**config.mk**
```make
export PLATFORM = sky130hd
export DESIGN_NAME = uart_rx
export DESIGN_NICKNAME = d
export VERILOG_FILES = /design/src/rtl/uart_rx.sv
export SDC_FILE = /design/constraint.sdc
export NUM_CORES = 1
export LEC_CHECK = 0
export BUFFER_PORTS_ARGS = -buffer_cell sky130_fd_sc_hd__buf_2
export CORE_UTILIZATION = 52
export CTS_CLUSTER_DIAMETER = 80
export DETAILED_ROUTE_END_ITERATION = 6
export PLACE_DENSITY = 0.82
export SLEW_MARGIN = 20
export SYNTH_ARGS = -nofsm -noshare
export SYNTH_HDL_FRONTEND = slang
export SYNTH_SLANG_ARGS = --single-unit
```
**constraint.sdc**
```tcl
create_clock -name baud_clk -period 1.7 [get_ports baud_clk]
set_input_delay 0.34 -clock baud_clk [delete_from_list [all_inputs] [get_ports baud_clk]]
set_output_delay 0.34 -clock baud_clk [all_outputs]
set_load 0.05 [all_outputs]
```
**src/rtl/uart_rx.sv**
```systemverilog
// ---------------------------------------------------------------------------
// uart_rx
//   UART receiver with oversampling. It synchronises the serial input,
//   qualifies the start bit at its centre, and samples 8 data bits LSB-first
//   at mid-bit. It optionally checks an odd or even parity bit, and it checks
//   the stop bit. Each byte is presented with a one-cycle valid pulse and
//   error flags.
//
// Ports
//   baud_clk      in   oversampling clock (OVERSAMPLE x baud rate)
//   rst           in   asynchronous active-high reset
//   parity_i[1:0] in   0 none, 1 odd, 2 even, 3 none (latched per frame)
//   rx_i          in   serial input, idle high, asynchronous
//   data_o[7:0]   out  last received byte, held until next valid_o
//   valid_o       out  one-cycle pulse when data_o / error flags update
//   parity_err_o  out  parity mismatch on the flagged frame
//   frame_err_o   out  stop bit sampled low on the flagged frame
//   busy_o        out  receiver is inside a frame (FSM not idle)
// ---------------------------------------------------------------------------
module uart_rx #(
  parameter int OVERSAMPLE = 16
) (
  input  logic       baud_clk,
  input  logic       rst,
  input  logic [1:0] parity_i,
  input  logic       rx_i,
  output logic [7:0] data_o,
  output logic       valid_o,
  output logic       parity_err_o,
  output logic       frame_err_o,
  output logic       busy_o
);

  localparam int CNT_W = $clog2(OVERSAMPLE);
  localparam logic [CNT_W-1:0] HALF_M1 = CNT_W'(OVERSAMPLE / 2 - 1);
  localparam logic [CNT_W-1:0] LAST    = CNT_W'(OVERSAMPLE - 1);

  typedef enum logic [2:0] {
    IDLE,
    START,
    DATA,
    PARITY,
    STOP,
    WAIT_HIGH
  } state_t;

  state_t           state_reg, state_next;
  logic             rx_meta_reg, rx_s_reg;
  logic [CNT_W-1:0] cnt_reg;
  logic [2:0]       bit_cnt_reg;
  logic [7:0]       shift_reg;
  logic [1:0]       par_mode_reg;
  logic             par_err_reg;
  logic [7:0]       data_reg;
  logic             valid_reg;
  logic             parity_err_reg;
  logic             frame_err_reg;

  logic             mid_tick;
  logic             use_parity;
  logic             par_expected;

  // The start bit is judged half a bit in; after that every full bit
  // period lands on the centre of the next bit.
  always_comb begin
    mid_tick     = (state_reg == START) ? (cnt_reg == HALF_M1) : (cnt_reg == LAST);
    use_parity   = (par_mode_reg == 2'd1) || (par_mode_reg == 2'd2);
    par_expected = (par_mode_reg == 2'd2) ? ^shift_reg : ~^shift_reg;
  end

  // Next-state logic
  always_comb begin
    state_next = state_reg;
    case (state_reg)
      IDLE:      if (!rx_s_reg) state_next = START;
      START:     if (mid_tick) state_next = rx_s_reg ? IDLE : DATA;
      DATA:      if (mid_tick && (bit_cnt_reg == 3'd7))
                   state_next = use_parity ? PARITY : STOP;
      PARITY:    if (mid_tick) state_next = STOP;
      STOP:      if (mid_tick) state_next = rx_s_reg ? IDLE : WAIT_HIGH;
      WAIT_HIGH: if (rx_s_reg) state_next = IDLE;
      default:   state_next = IDLE;
    endcase
  end

  always_ff @(posedge baud_clk or posedge rst) begin
    if (rst) begin
      state_reg <= IDLE;
    end else begin
      state_reg <= state_next;
    end
  end

  // Synchroniser, counters and datapath
  always_ff @(posedge baud_clk or posedge rst) begin
    if (rst) begin
      rx_meta_reg    <= 1'b1;
      rx_s_reg       <= 1'b1;
      cnt_reg        <= '0;
      bit_cnt_reg    <= '0;
      shift_reg      <= '0;
      par_mode_reg   <= '0;
      par_err_reg    <= 1'b0;
      data_reg       <= '0;
      valid_reg      <= 1'b0;
      parity_err_reg <= 1'b0;
      frame_err_reg  <= 1'b0;
    end else begin
      rx_meta_reg <= rx_i;
      rx_s_reg    <= rx_meta_reg;
      valid_reg   <= 1'b0;

      // Restart the tick count on every state change and after each sample.
      if ((state_next != state_reg) || mid_tick) begin
        cnt_reg <= '0;
      end else begin
        cnt_reg <= cnt_reg + 1'b1;
      end

      case (state_reg)
        IDLE: begin
          if (!rx_s_reg) begin
            par_mode_reg <= parity_i;
            par_err_reg  <= 1'b0;
          end
        end
        START: begin
          if (mid_tick) bit_cnt_reg <= '0;
        end
        DATA: begin
          if (mid_tick) begin
            shift_reg   <= {rx_s_reg, shift_reg[7:1]};
            bit_cnt_reg <= bit_cnt_reg + 1'b1;
          end
        end
        PARITY: begin
          if (mid_tick) par_err_reg <= rx_s_reg ^ par_expected;
        end
        STOP: begin
          if (mid_tick) begin
            valid_reg      <= 1'b1;
            data_reg       <= shift_reg;
            parity_err_reg <= use_parity & par_err_reg;
            frame_err_reg  <= ~rx_s_reg;
          end
        end
        default: ;
      endcase
    end
  end

  assign data_o       = data_reg;
  assign valid_o      = valid_reg;
  assign parity_err_o = parity_err_reg;
  assign frame_err_o  = frame_err_reg;
  assign busy_o       = (state_reg != IDLE);

endmodule

```
# Word level (Yosys, flattened, before mapping)
# Cells that the tools add are included.
classes:
  add_sub_neg: 2
  n_eq_ne: 15
  reduce_logical: 14
  bitwise: 3
  mux: 21
ops:
  columns: ["op", "n"]
  rows:
  - ["$mux W3", 10]
  - ["$pmux W3 S6", 1]
  - ["$eq A3 B3 Y1 const B", 3]
  - ["$ne A2 B2 Y1 const B", 4]
  - ["$reduce_xnor A8 Y1", 1]
  - ["$reduce_xor A8 Y1", 1]
  - ["$eq A3 B2 Y1 const B", 2]
  - ["$mux W1", 6]
  - ["$pmux W3 S2", 1]
  - ["$reduce_and A2 Y1", 3]
  - ["$reduce_and A3 Y1", 2]
  - ["$add A4 B1 Y4 const B", 1]
  - ["$eq A4 B3 Y1 const B", 1]
  - ["$eq A4 B4 Y1 const B", 1]
  - ["$mux W4", 1]
  - ["$reduce_bool A2 Y1", 2]
  - ["$add A3 B1 Y3 const B", 1]
  - ["$eq A3 B1 Y1 const B", 1]
  - ["$logic_not A3 Y1", 1]
  - ["$ne A3 B3 Y1", 1]
  - ["$reduce_bool A3 Y1", 1]
  - ["$eq A2 B1 Y1 const B", 1]
  - ["$eq A2 B2 Y1 const B", 1]
  - ["$logic_or A1 B1 Y1", 2]
  - ["other kinds (6)", 6]
totals:
  elab_cells: 67
  regBits: 34
  inputBits: 5

# Logic depth before layout (Yosys ltp)
logic_depth:
  ltp_word: 8
  ltp_mapped: 7
  mapped_depth_nobuf: 6

# Worst setup path after synthesis
# No wires, ideal clock.
synth_timing:
  kind: "register to register"
  from: "register state_reg[2]"
  to: "register par_mode_reg[1]"
  synth_period_minus_slack_ns: 1.748
  arrival_time_ns: 1.621
  n_path_buf: 0
  setup_ns: 0.128
  t_required_ns: 1.572
  path_slack_ns: -0.048
  path_stages_with_launch: 4
  path_cell_list: "dfrtp_1 > or3_1 > nor2_2 > mux2_1"
synth_between:
  elab_chain_cells: 2
synth_lines:
  columns: ["element", "line", "text"]
  rows:
  - ["start: declaration", "47", "state_t state_reg, state_next;"]
  - ["start signal: assignment", "90", "state_reg <= state_next;"]
  - ["$logic_not A3 Y1", "120", "case (state_reg)"]
  - ["$reduce_and A2 Y1 (no source line)", null, null]
  - ["end signal: assignment", "123", "par_mode_reg <= parity_i;"]
  - ["end: declaration", "52", "logic [1:0] par_mode_reg;"]
# Every way passes these cells.
# A chain may end at the register's enable or synchronous reset.

# Final worst setup path
layout_timing:
  from: "register bit_cnt_reg[1]"
  to: "register cnt_reg[3]"
layout_between:
  elab_chain_cells: 7
layout_lines:
  columns: ["element", "line", "text"]
  rows:
  - ["start: declaration", "50", "logic [2:0] bit_cnt_reg;"]
  - ["start signal: assignment", "133", "bit_cnt_reg <= bit_cnt_reg + 1'b1;"]
  - ["$eq A3 B3 Y1", "77", "DATA: if (mid_tick && (bit_cnt_reg == 3'd7))"]
  - ["$logic_and A1 B1 Y1", "77", null]
  - ["$mux W3", "77", null]
  - ["$pmux W3 S6", "74", "case (state_reg)"]
  - ["$ne A3 B3 Y1", "114", "if ((state_next != state_reg) || mid_tick) begin"]
  - ["$logic_or A1 B1 Y1", "114", null]
  - ["$mux W4", "114", null]
  - ["end signal: assignment", "117", "cnt_reg <= cnt_reg + 1'b1;"]
  - ["end: declaration", "49", "logic [CNT_W-1:0] cnt_reg;"]
# Every way passes these cells.

==> impl_metrics.json <==
{
  "yosys.area_share.simple": 0.131,
  "synthArstFlopShare": 1.00,
  "critPathArrivalTime_ns": 1.93,
  "avgViaCountPerCell": 5.61,
  "synth_edf_count": 0,
  "wl_per_cell_um": 16.7,
  "pre_cts_slack_ns": -0.0972,
  "cts_inserted_buffers": 5,
  "finalMaxSlewViolations": 0,
  "dp_hpwl_mm": 2.47,
  "outcome": "finished, final reports clean",
  "initial_core_util": 0.563,
  "rsz0062_at_grt": "true",
  "die_h_um": 60.4,
  "ys_seq_area_frac": 0.481,
  "leakage_nw": 1.02,
  "cp_data_required_time_ns": 1.94,
  "synth.avg_cell_area_sq_um": 12.3,
  "dr.pass1.iters": 4,
  "grt.total_usage": 0.228,
  "dpl.cell_count": 210,
  "fillers": 224,
  "clk_pin_slew_ns": 0.10,
  "cts-htree-levels": 2,
  "synth_fp_nets": 153,
  "synthFlopType": "dfrtp_1",
  "multi_input_area_sq_um": 931,
  "synth_compound_gate_area_share": 0.104,
  "power_density_mw_per_mm2": 1280,
  "cts_buffer_depth": 2,
  "setup_viol": 0,
  "finalCritPeriodShare": 0.993,
  "finalHoldViolCount": 0,
  "io_pins": 17,
  "relSlewSlack": 0.627,
  "drt_iter0_markers": 60,
  "cp_max_fo": 4,
  "synth_mux_area_frac": 0.140,
  "cp-end-kind": "flip-flop",
  "antenna_found_initial": 0,
  "netlist_top_cells_count": "32 x dfrtp_1, 12 x mux2_4, 9 x xnor2_1",
  "die_w_um": 60.4,
  "netlist-cell-type-count": 40,
  "cts_hold_buf": 0,
  "drive_gt1_frac": 0.478,
  "regArea_sq_um": 857,
  "antenna_cells": 0,
  "cts_tree": "yes",
  "p_sw_mw": 1.03,
  "seqPwrFrac": 0.359,
  "stdcell_count": 224,
  "clock-sinks": 34,
  "routed_wirelength_mm": 3.75,
  "utilization": 0.697,
  "synthCells": 144,
  "timing.final.ws_setup_ns": 0.0111,
  "ys_seq_elements": 34,
  "comb_power_share": 0.475,
  "fin_hold_ws_ns": 0.0364,
  "worstSetupPathType": "flip-flop to flip-flop",
  "area_growth_pct": 23.9,
  "grt_pass1_wl_mm": 5.84,
  "nNetsFinal": 188,
  "insertion_delay_ns": 0.33,
  "yosysTopAreaCell": "dfrtp_1",
  "synthAdderAreaFrac": 0.0282,
  "max_slew.worst_pin.slew_ns": 0.559,
  "fin_crit_ns": 1.69,
  "synth_top_family_by_area": "multiplexers",
  "grt_max_degree": 23,
  "maxCapViolCount": 0,
  "p_clk_frac": 0.166,
  "grt_pass1_vias": 1223,
  "numPortBuffers": 16,
  "finClkSkew_ns": 0.00708,
  "hold_class": "primary input to async pin",
  "die_area_sq_mm": 0.00365,
  "drtAntennaViolNets": 0,
  "worst_setup_path_start_kind": "flip-flop",
  "drc": 0,
  "grt-ovfl-total": 0,
  "synth_top_area_frac": 0.451,
  "synth_warnings": 0,
  "p_sw_frac": 0.364,
  "synth-xor-area-share": 0.0621,
  "num_rows": 20,
  "synth_area_leaders": "dfrtp_1 45%, mux2_4 10%, xnor2_1 4.4%, mux2_1 3.2%, dfstp_2 3.0%",
  "max_freq_mhz": 592,
  "cts_root_buf": "clkbuf_4",
  "ir_drop_v": 0.000581,
  "synth_area_sq_mm": 0.00177,
  "vias": 1256,
  "place.gp.congestion": 0.870,
  "yosysMostFrequentCell": "dfrtp_1",
  "core_sq_mm": 0.00315,
  "internal_power_mw": 1.79
}
-- stage by stage --
stage / instance area, sq um / power, mW / TNS, ns
floorplan: 1780 / 1.77 / 0
global placement: 1990 / 2.01 / 0
detailed placement: 1990 / 2.10 / -0.330
CTS: 2140 / 2.75 / 0
global route: 2200 / 2.98 / -0.140
finish: 2200 / 2.82 / 0
-- worst max-delay path: stages, from the launching register on --
cell      delay, ns
dfrtp_1        0.40
ha_2           0.20
ha_4           0.16
nor4bb_4       0.14
o211ai_2       0.19
a32oi_4        0.18
nor4_2         0.32
-- metal layers --
metal / vias up / track usage / routed length (um)
met5: - / 0 / 0
met4: 0 / 0.136 / 106
met3: 15 / 0.0533 / 154
met1: 613 / 0.291 / 1640
met2: 47 / 0.353 / 1840
li1: 581 / - / -
-- final timing paths --
| check | cells after the start | endpoint | slack, ns | startpoint |
|---|---|---|---|---|
| min in group baud_clk | 1 | rx_meta_reg | 0.09 | rx_i |
| max in group asynchronous | 3 | par_mode_reg[0] | 1.16 | rst |
| setup reg to reg | 6 | cnt_reg[3] | 0.01 | bit_cnt_reg[1] |
| setup / recovery | 6 | cnt_reg[3] | 0.01 | bit_cnt_reg[1] |
| hold / removal | 2 | bit_cnt_reg[2] | 0.04 | rst |
| hold reg to reg | 0 | rx_s_reg | 0.36 | rx_meta_reg |
-- cell families (layout without fill, tap and decap cells) --
family                   after synthesis  after routing
multiplexers                          18             18
adder cells (fa/ha/maj)                4              4
AO/OA/AOI/OAI                         26             26
XOR/XNOR                              11             11
AND/OR/NAND/NOR                       35             36
buffers and inverters                 16             51
flip-flops                            34             34
-- area by class of cell --
type,count,area share
inverters,6,0.0102
clock inverters,2,0.00569
multi-input cells,95,0.423
clock buffers,6,0.0233
repair buffers,37,0.122
flip-flops and latches,34,0.390
well taps,44,0.0250
-- power groups by stage --
stage / logic (mW) / clock network [mW] / registers [mW]
after CTS: 1.26 / 0.486 / 1.01
after floorplan: 0.779 / 0 / 0.996
final: 1.34 / 0.468 / 1.01
after detailed placement: 1.02 / 0 / 1.08
after global routing: 1.43 / 0.528 / 1.03
after global placement: 0.949 / 0 / 1.06
-- placed cells by master, fill, tap and decap left out, drive strengths merged, types with 3 or more instances in the layout --
cell / count
buf: 37
dfrtp: 32
mux2: 18
o21ai: 11
xnor2: 9
nand2: 8
inv: 6
clkbuf: 6
nor2: 6
nand3: 6
a21oi: 4
ha: 4
nand2b: 3
or3: 3
-- timing repair --
| item | in CTS | in global routing |
|---|---|---|
| setup endpoints to repair | 6 | 16 |
| gates cloned | 0 | 1 |
| gates resized for setup | 15 | 8 |
| setup buffers | 3 | 2 |
| pin swaps | 6 | 10 |
Power figures use the tool's default switching activity.
